File: config.mk
export PLATFORM = sky130hd
export DESIGN_NAME = step_gen
export DESIGN_NICKNAME = d
export VERILOG_FILES = /design/src/rtl/step_gen.sv
export SDC_FILE = /design/constraint.sdc
export NUM_CORES = 1
export LEC_CHECK = 0
export ABC_AREA = 0
export CAP_MARGIN = 5
export CORE_MARGIN = 10
export CORE_UTILIZATION = 60
export CTS_BUF_LIST = sky130_fd_sc_hd__clkbuf_8
export DETAILED_ROUTE_END_ITERATION = 16
export GPL_TIMING_DRIVEN = 0
export PLACE_DENSITY = 0.83
export SYNTH_ARGS = -nofsm -noshare
export SYNTH_HDL_FRONTEND = slang
export SYNTH_SLANG_ARGS = --single-unit
File: constraint.sdc
create_clock -name clk -period 3.75 [get_ports clk]
set_input_delay 1.125 -clock clk [delete_from_list [all_inputs] [get_ports clk]]
set_output_delay 1.125 -clock clk [all_outputs]
set_load 0.01 [all_outputs]
File: src/rtl/step_gen.sv
// step_gen: converts drive-enable / direction / period commands into
// STEP/DIR/EN signals for a stepper power stage and tracks signed position.
module step_gen #(
    parameter int unsigned WIDTH     = 16,
    parameter int unsigned PULSE_W   = 8,
    parameter int unsigned DIR_SETUP = 4,
    parameter int unsigned POS_W     = 32
) (
    input  logic                    clk,
    input  logic                    rst,
    input  logic                    drv_en,
    input  logic                    dir,
    input  logic [WIDTH-1:0]        period,
    input  logic                    period_valid,
    output logic                    step,
    output logic                    dir_out,
    output logic                    en_out,
    output logic                    busy,
    output logic signed [POS_W-1:0] position
);

    localparam logic [WIDTH-1:0] MIN_PERIOD = WIDTH'(2 * PULSE_W);
    localparam logic [WIDTH-1:0] PULSE_LAST = WIDTH'(PULSE_W - 1);
    localparam logic [WIDTH-1:0] SETUP_LAST = WIDTH'(DIR_SETUP - 1);

    typedef enum logic [1:0] {
        IDLE       = 2'd0,
        DIR_SET    = 2'd1,
        PULSE_HIGH = 2'd2,
        PULSE_LOW  = 2'd3
    } state_t;

    state_t                  state;
    state_t                  state_d;
    logic [WIDTH-1:0]        period_r;
    logic [WIDTH-1:0]        period_act;
    logic [WIDTH-1:0]        period_act_d;
    logic [WIDTH-1:0]        period_eff;
    logic [WIDTH-1:0]        cnt;
    logic [WIDTH-1:0]        cnt_d;
    logic                    step_d;
    logic                    dir_out_d;
    logic                    en_d;
    logic signed [POS_W-1:0] position_d;

    // Effective period: non-zero requests shorter than one full pulse plus
    // an equal low time are stretched so the low phase is never a runt.
    always_comb begin
        period_eff = period_r;
        if ((period_r != '0) && (period_r < MIN_PERIOD)) begin
            period_eff = MIN_PERIOD;
        end
    end

    // State register
    always_ff @(posedge clk or negedge rst) begin
        if (!rst) begin
            state <= IDLE;
        end else begin
            state <= state_d;
        end
    end

    // Next-state logic; PULSE_HIGH and the low phase always run to completion
    always_comb begin
        state_d = state;
        case (state)
            IDLE: begin
                if (drv_en && (period_r != '0)) begin
                    state_d = (dir != dir_out) ? DIR_SET : PULSE_HIGH;
                end
            end
            DIR_SET: begin
                if (!drv_en) begin
                    state_d = IDLE;
                end else if (cnt == SETUP_LAST) begin
                    state_d = PULSE_HIGH;
                end
            end
            PULSE_HIGH: begin
                if (cnt == PULSE_LAST) begin
                    state_d = PULSE_LOW;
                end
            end
            PULSE_LOW: begin
                if (cnt == (period_act - WIDTH'(1))) begin
                    if (!drv_en || (period_r == '0)) begin
                        state_d = IDLE;
                    end else if (dir != dir_out) begin
                        state_d = DIR_SET;
                    end else begin
                        state_d = PULSE_HIGH;
                    end
                end
            end
            default: state_d = IDLE;
        endcase
    end

    // Output / datapath next values, driven by the transition being taken
    always_comb begin
        step_d       = step;
        dir_out_d    = dir_out;
        cnt_d        = cnt;
        period_act_d = period_act;
        position_d   = position;
        en_d         = (state_d != IDLE);
        if (state_d == IDLE) begin
            step_d = 1'b0;
            cnt_d  = '0;
        end else if ((state_d == DIR_SET) && (state != DIR_SET)) begin
            dir_out_d = dir;
            cnt_d     = '0;
        end else if ((state_d == PULSE_HIGH) && (state != PULSE_HIGH)) begin
            step_d       = 1'b1;
            cnt_d        = '0;
            period_act_d = period_eff;
            position_d   = dir_out ? (position + POS_W'(1)) : (position - POS_W'(1));
        end else begin
            cnt_d = cnt + WIDTH'(1);
            if (state_d == PULSE_LOW) begin
                step_d = 1'b0;
            end
        end
    end

    // Registered outputs and step datapath
    always_ff @(posedge clk or negedge rst) begin
        if (!rst) begin
            step       <= 1'b0;
            dir_out    <= 1'b0;
            en_out     <= 1'b0;
            cnt        <= '0;
            period_act <= '0;
            position   <= '0;
        end else begin
            step       <= step_d;
            dir_out    <= dir_out_d;
            en_out     <= en_d;
            cnt        <= cnt_d;
            period_act <= period_act_d;
            position   <= position_d;
        end
    end

    // Commanded period; a strobe mid-step only affects the next step
    always_ff @(posedge clk or negedge rst) begin
        if (!rst) begin
            period_r <= '0;
        end else if (period_valid) begin
            period_r <= period;
        end
    end

    assign busy = en_out;

endmodule

Word level (Yosys, flattened, before mapping)
Cells that the tools add are included.
{"block": "classes", "addsub": 4, "n_lt_le_gt_ge": 1, "eq_ne": 13, "n_mux": 17, "bitwise": 2, "n_reduce_logical": 15}
{"operator": "16-bit two-way mux", "count": 4}
{"operator": "32-bit by 2-bit adder with 32-bit output, second input constant", "count": 1}
{"operator": "32-bit two-way mux", "count": 1}
{"operator": "32-bit by 2-bit subtractor with 32-bit output, second input constant", "count": 1}
{"operator": "16-bit by 1-bit adder with 16-bit output, second input constant", "count": 1}
{"operator": "16-bit == test", "count": 1}
{"operator": "16-bit by 2-bit == test with 1-bit output, second input constant", "count": 1}
{"operator": "16-bit by 3-bit == test with 1-bit output, second input constant", "count": 1}
{"operator": "16-bit zero test", "count": 1}
{"operator": "16-bit by 5-bit < comparator with 1-bit output, second input constant", "count": 1}
{"operator": "16-bit nonzero test", "count": 1}
{"operator": "16-bit by 1-bit subtractor with 16-bit output, second input constant", "count": 1}
{"operator": "2-bit two-way mux", "count": 7}
{"operator": "2-bit == test, second input constant", "count": 4}
{"operator": "2-bit case mux with 4 select lines", "count": 1}
{"operator": "2-bit by 1-bit == test with 1-bit output, second input constant", "count": 2}
{"operator": "1-bit logical AND", "count": 4}
{"operator": "2-bit zero test", "count": 2}
{"operator": "1-bit two-way mux", "count": 4}
{"operator": "2-bit != test, second input constant", "count": 2}
{"operator": "2-bit AND reduction", "count": 2}
{"operator": "3-bit AND reduction", "count": 1}
{"operator": "3-bit nonzero test", "count": 1}
{"operator": "2-bit by 1-bit != test with 1-bit output, second input constant", "count": 1}
{"operator": "other kinds (5)", "count": 6}
{"block": "word_totals", "register_bits": 85, "in_bits": 21, "output_inout_bits": 36, "elab_cells": 60}

Longest topological paths before layout
{"block": "logic_depth", "word_depth": 10, "ltp_mapped": 15, "ltp_nobuf": 11}

Least setup slack after synthesis
OpenSTA, ideal clock, no wires.
{"block": "synth_timing", "path_kind": "register to register", "from": "reg dir_out", "to": "reg position[30]", "setup_ns": 0.128, "t_arrival_ns": 3.334, "t_required_ns": 3.622, "path_slack_ns": 0.288, "path_stages_with_launch": 12, "n_path_buf": 0, "period_less_slack_ns": 3.462, "path_cell_list": "dfrtp_1 > inv_1 > ha_1 > a21oi_1 > and4b_1 > nor4_1 > o211ai_1 > a221oi_1 > o211ai_1 > a31oi_1 > xor2_1 > o21ai_0"}
{"block": "synth_via", "elab_chain_len": 9, "elab_cells_between_ends": 15, "classes_between": "eq/ne: 3; mux: 6; bitwise: 2; reduce/logical: 4"}
{"element": "from (decl)", "line_no": "16", "text": "output logic dir_out,"}
{"element": "from (signal assigned)", "line_no": "138", "text": "dir_out <= dir_out_d;"}
{"element": "1-bit != test", "line_no": "70, 89"}
{"element": "2-bit two-way mux", "line_no": "70, 89"}
{"element": "2-bit two-way mux", "line_no": "87", "text": "if (!drv_en || (period_r == '0)) begin"}
{"element": "2-bit two-way mux", "line_no": "86", "text": "if (cnt == (period_act - WIDTH'(1))) begin"}
{"element": "2-bit case mux with 4 select lines", "line_no": "67", "text": "case (state)"}
{"element": "2-bit by 1-bit == test with 1-bit output", "line_no": "111", "text": "end else if ((state_d == DIR_SET) && (state != DIR_SET)) begin"}
{"element": "1-bit logical AND", "line_no": "111"}
{"element": "1-bit inverter (no line)"}
{"element": "3-bit AND reduction (no line)"}
{"element": "to (signal assigned)", "line_no": "142", "text": "position <= position_d;"}
{"element": "to (decl)", "line_no": "19", "text": "output logic signed [POS_W-1:0] position"}
Several ways; a longest one is shown, not always the timed one.
A chain may end at the register's enable or synchronous reset.

Final worst setup path
{"block": "layout_timing", "from": "reg dir_out", "to": "reg position[20]"}
Same word-level chain as after synthesis.

==> impl_metrics.json <==
{
  "areaGrowthSynthToFinish_pct": 17.4,
  "clock_path_buffers": 2,
  "synth.distinct_cells": 68,
  "total_power_mw": 6.41,
  "startpoint_type": "register",
  "finalMaxSlewViolations": 0,
  "drt_first_pass_iters": 4,
  "irDropWorstVdd_mv": 0.713,
  "path_class": "reg2reg",
  "p_int_mw": 3.39,
  "synth_top_family_by_area": "simple AND/OR/NAND/NOR gates",
  "cts_buffers": 9,
  "maxCapViolCount": 0,
  "die_h_um": 117,
  "ios": 57,
  "start_util_pct": 61.6,
  "hold_class": "reg2reg",
  "async_reset_ff_share_pct": 100,
  "layout_setup_ws_ns": 0.201,
  "swShare_pct": 47.1,
  "yosysWarnings": 0,
  "cp_max_fo": 6,
  "critPathCaptureType": "register",
  "fp.coreArea_sq_mm": 0.00920,
  "power_leakage_nw": 2.87,
  "num_vias": 4888,
  "synth-seq-area-share_pct": 37.6,
  "htree_levels": 3,
  "grt_antenna_before_repair": 0,
  "path_clk_slew_ns": 0.10,
  "fin_crit_ns": 3.55,
  "clkPwrFrac_pct": 10.4,
  "grt_pass1_vias": 4903,
  "setup_violations": 0,
  "numPortBuffers": 55,
  "vias_per_cell": 6.18,
  "drcViolationCount": 0,
  "cts_root_buffer": "clkbuf_8",
  "num_antenna_cells": 0,
  "overflow": 0,
  "rsz0062_at_grt": "false",
  "die_x_um": 117,
  "finalHoldViolCount": 0,
  "synth_flop_cell": "dfrtp_1",
  "cp.required_ns": 4.01,
  "drt-wirelength-per-cell_um": 17.5,
  "fin_worst_skew_ns": 0.0163,
  "yosys-mux-area-fraction_pct": 6.70,
  "ant_nets": 0,
  "p_sw_mw": 3.02,
  "p_per_area_mw_per_mm2": 965,
  "worst_slew_pin_slew_ns": 0.658,
  "synth-edff-count": 0,
  "cts_tree": "built",
  "syn_area_sq_mm": 0.00566,
  "clock.fmax_mhz": 282,
  "final_util_pct": 72.3,
  "place_ws_ns": -0.524,
  "row_count": 35,
  "routabilityCongestion": 0.924,
  "final_common_cell": "dfrtp_1",
  "synth_compound_area_share_pct": 17.6,
  "synth-seq-cells": 85,
  "final_cell_mix": "dfrtp_1 (84), nand2_1 (61), clkdlybuf4s50_1 (54), o21ai_0 (47), xor2_1 (37)",
  "clk_latency_ns": 0.37,
  "globalRouteTotalUtil_pct": 21.4,
  "period_share_pct": 94.6,
  "arrival_ns": 3.81,
  "grt_max_degree": 55,
  "drive_gt1_share_pct": 11.2,
  "yosys.area_share.simple_pct": 18.0,
  "num-nets-final": 729,
  "p_comb_share_pct": 64.3,
  "avgSynthCellArea_sq_um": 9.39,
  "slew_headroom_pct": 55.8,
  "die_area_sq_mm": 0.0137,
  "r2r_setup_slack_ns": 0.20,
  "p_seq_share_pct": 25.3,
  "status": "completed",
  "syn_nets": 657,
  "dp_hpwl_mm": 10.2,
  "grt_pass1_wl_mm": 23.7,
  "drtIter0Drc": 288,
  "synth_xor_area_share_pct": 9.44,
  "clock_sinks": 85,
  "synthAdderAreaFrac_pct": 7.43,
  "routed_wl_mm": 13.9,
  "synth_cells": 603
}
[timing repair]
action                     4_1_cts  5_1_grt
cloned                           1        0
gates resized for setup          4        8
buffers inserted                 4        0
pin swaps                        0        0
setup endpoints to repair       19       31
hold buffers                     0        0
[per-layer routing]
metal,track usage [%],share of wire (%),vias up
met1,27.9,46,2395
li1,-,-,2332
met3,4.79,5.8,28
met2,35.1,47,133
met4,6.01,1.5,0
met5,0,0,-
[cell families after synthesis]
kind of cell    after synthesis
simple gates                200
compound gates              149
buf+inv                      41
mux                          34
flops                        85
fa+ha+maj                    33
xor+xnor                     61
[Yosys cell counts, drive strengths merged (7+ instances only)]
| library cell | instances | share of area (%) |
|---|---|---|
| clkbuf | 14 | 0.93 |
| nor3 | 15 | 1.4 |
| o211ai | 10 | 1.3 |
| a21o | 9 | 1.3 |
| or2 | 7 | 0.77 |
| nor4 | 11 | 1.3 |
| nor2 | 35 | 2.3 |
| nand3 | 20 | 1.8 |
| nand2 | 62 | 4.2 |
| dfrtp | 85 | 38 |
| o21ai | 47 | 4.2 |
| and3 | 8 | 0.88 |
| xnor2 | 24 | 3.7 |
| nand2b | 7 | 0.77 |
| buf | 10 | 1.2 |
| a21oi | 32 | 2.9 |
| mux2 | 31 | 6.2 |
| nand4 | 7 | 0.77 |
| inv | 17 | 1.1 |
| xor2 | 37 | 5.7 |
| ha | 32 | 7.1 |
| o21bai | 7 | 0.93 |
| a211oi | 7 | 0.93 |
[through the flow]
step / instance area, sq um / TNS [ns] / hold slack, ns / std cells
CTS: 6630 / 0 / 0.476 / 791
detailed placement: 6370 / -3.16 / 0.460 / 770
global route: 6650 / 0 / 0.515 / 791
finish: 6650 / 0 / 0.466 / 791
floorplan: 5660 / 0 / 0.477 / 603
global placement: 6350 / -129.30 / 0.455 / 769
[final cells by class]
cell class	count	area [sq um]
Multi-Input combinational cell	477	3370
Fill cell	714	2550
Sequential cell	85	2130
Timing Repair Buffer	60	606
Tap cell	111	139
Clock buffer	9	124
Buffer	24	124
Clock inverter	7	77.6
Inverter	17	67.6
Timing Repair inverter	1	7.51
[worst paths after layout]
kind,startpoint,end,cells past startpoint
worst max register to register,dir_out$_DFFE_PN0P_,position[20]$_DFFE_PN0P_,13
min in group asynchronous,rst,cnt[12]$_DFF_PN0_,1
worst min register to register,position[31]$_DFFE_PN0P_,position[31]$_DFFE_PN0P_,1
max in group asynchronous,rst,position[7]$_DFFE_PN0P_,2
worst min-delay path,position[31]$_DFFE_PN0P_,position[31]$_DFFE_PN0P_,1
worst max-delay path,dir_out$_DFFE_PN0P_,position[20]$_DFFE_PN0P_,13
[worst max-delay path: stages, from the launching register on]
cell	delay, ns
dfrtp_2	0.48
clkinvlp_4	0.20
buf_4	0.21
buf_4	0.15
ha_1	0.38
o21a_1	0.23
o211ai_1	0.19
a21o_1	0.19
nor2_1	0.07
o311ai_0	0.51
a31oi_1	0.32
nand4b_1	0.17
o21ai_0	0.09
o31a_1	0.24
[registers in the layout (all words and copies together), names as in the netlist]
register    cells
step            1
position       32
cnt            16
busy            1
state           2
period_act     16
dir_out         1
period_r       16
[power groups by stage]
stage | Combinational [mW] | Sequential, mW | Clock (mW)
2_1_floorplan | 2.87 | 1.59 | 0
3_3_place_gp | 3.82 | 1.59 | 0
3_5_place_dp | 3.95 | 1.61 | 0
4_1_cts | 4.05 | 1.61 | 0.677
5_1_grt | 4.58 | 1.67 | 0.722
6_report | 4.12 | 1.62 | 0.667
No activity file was read; power rests on OpenSTA's default activity.
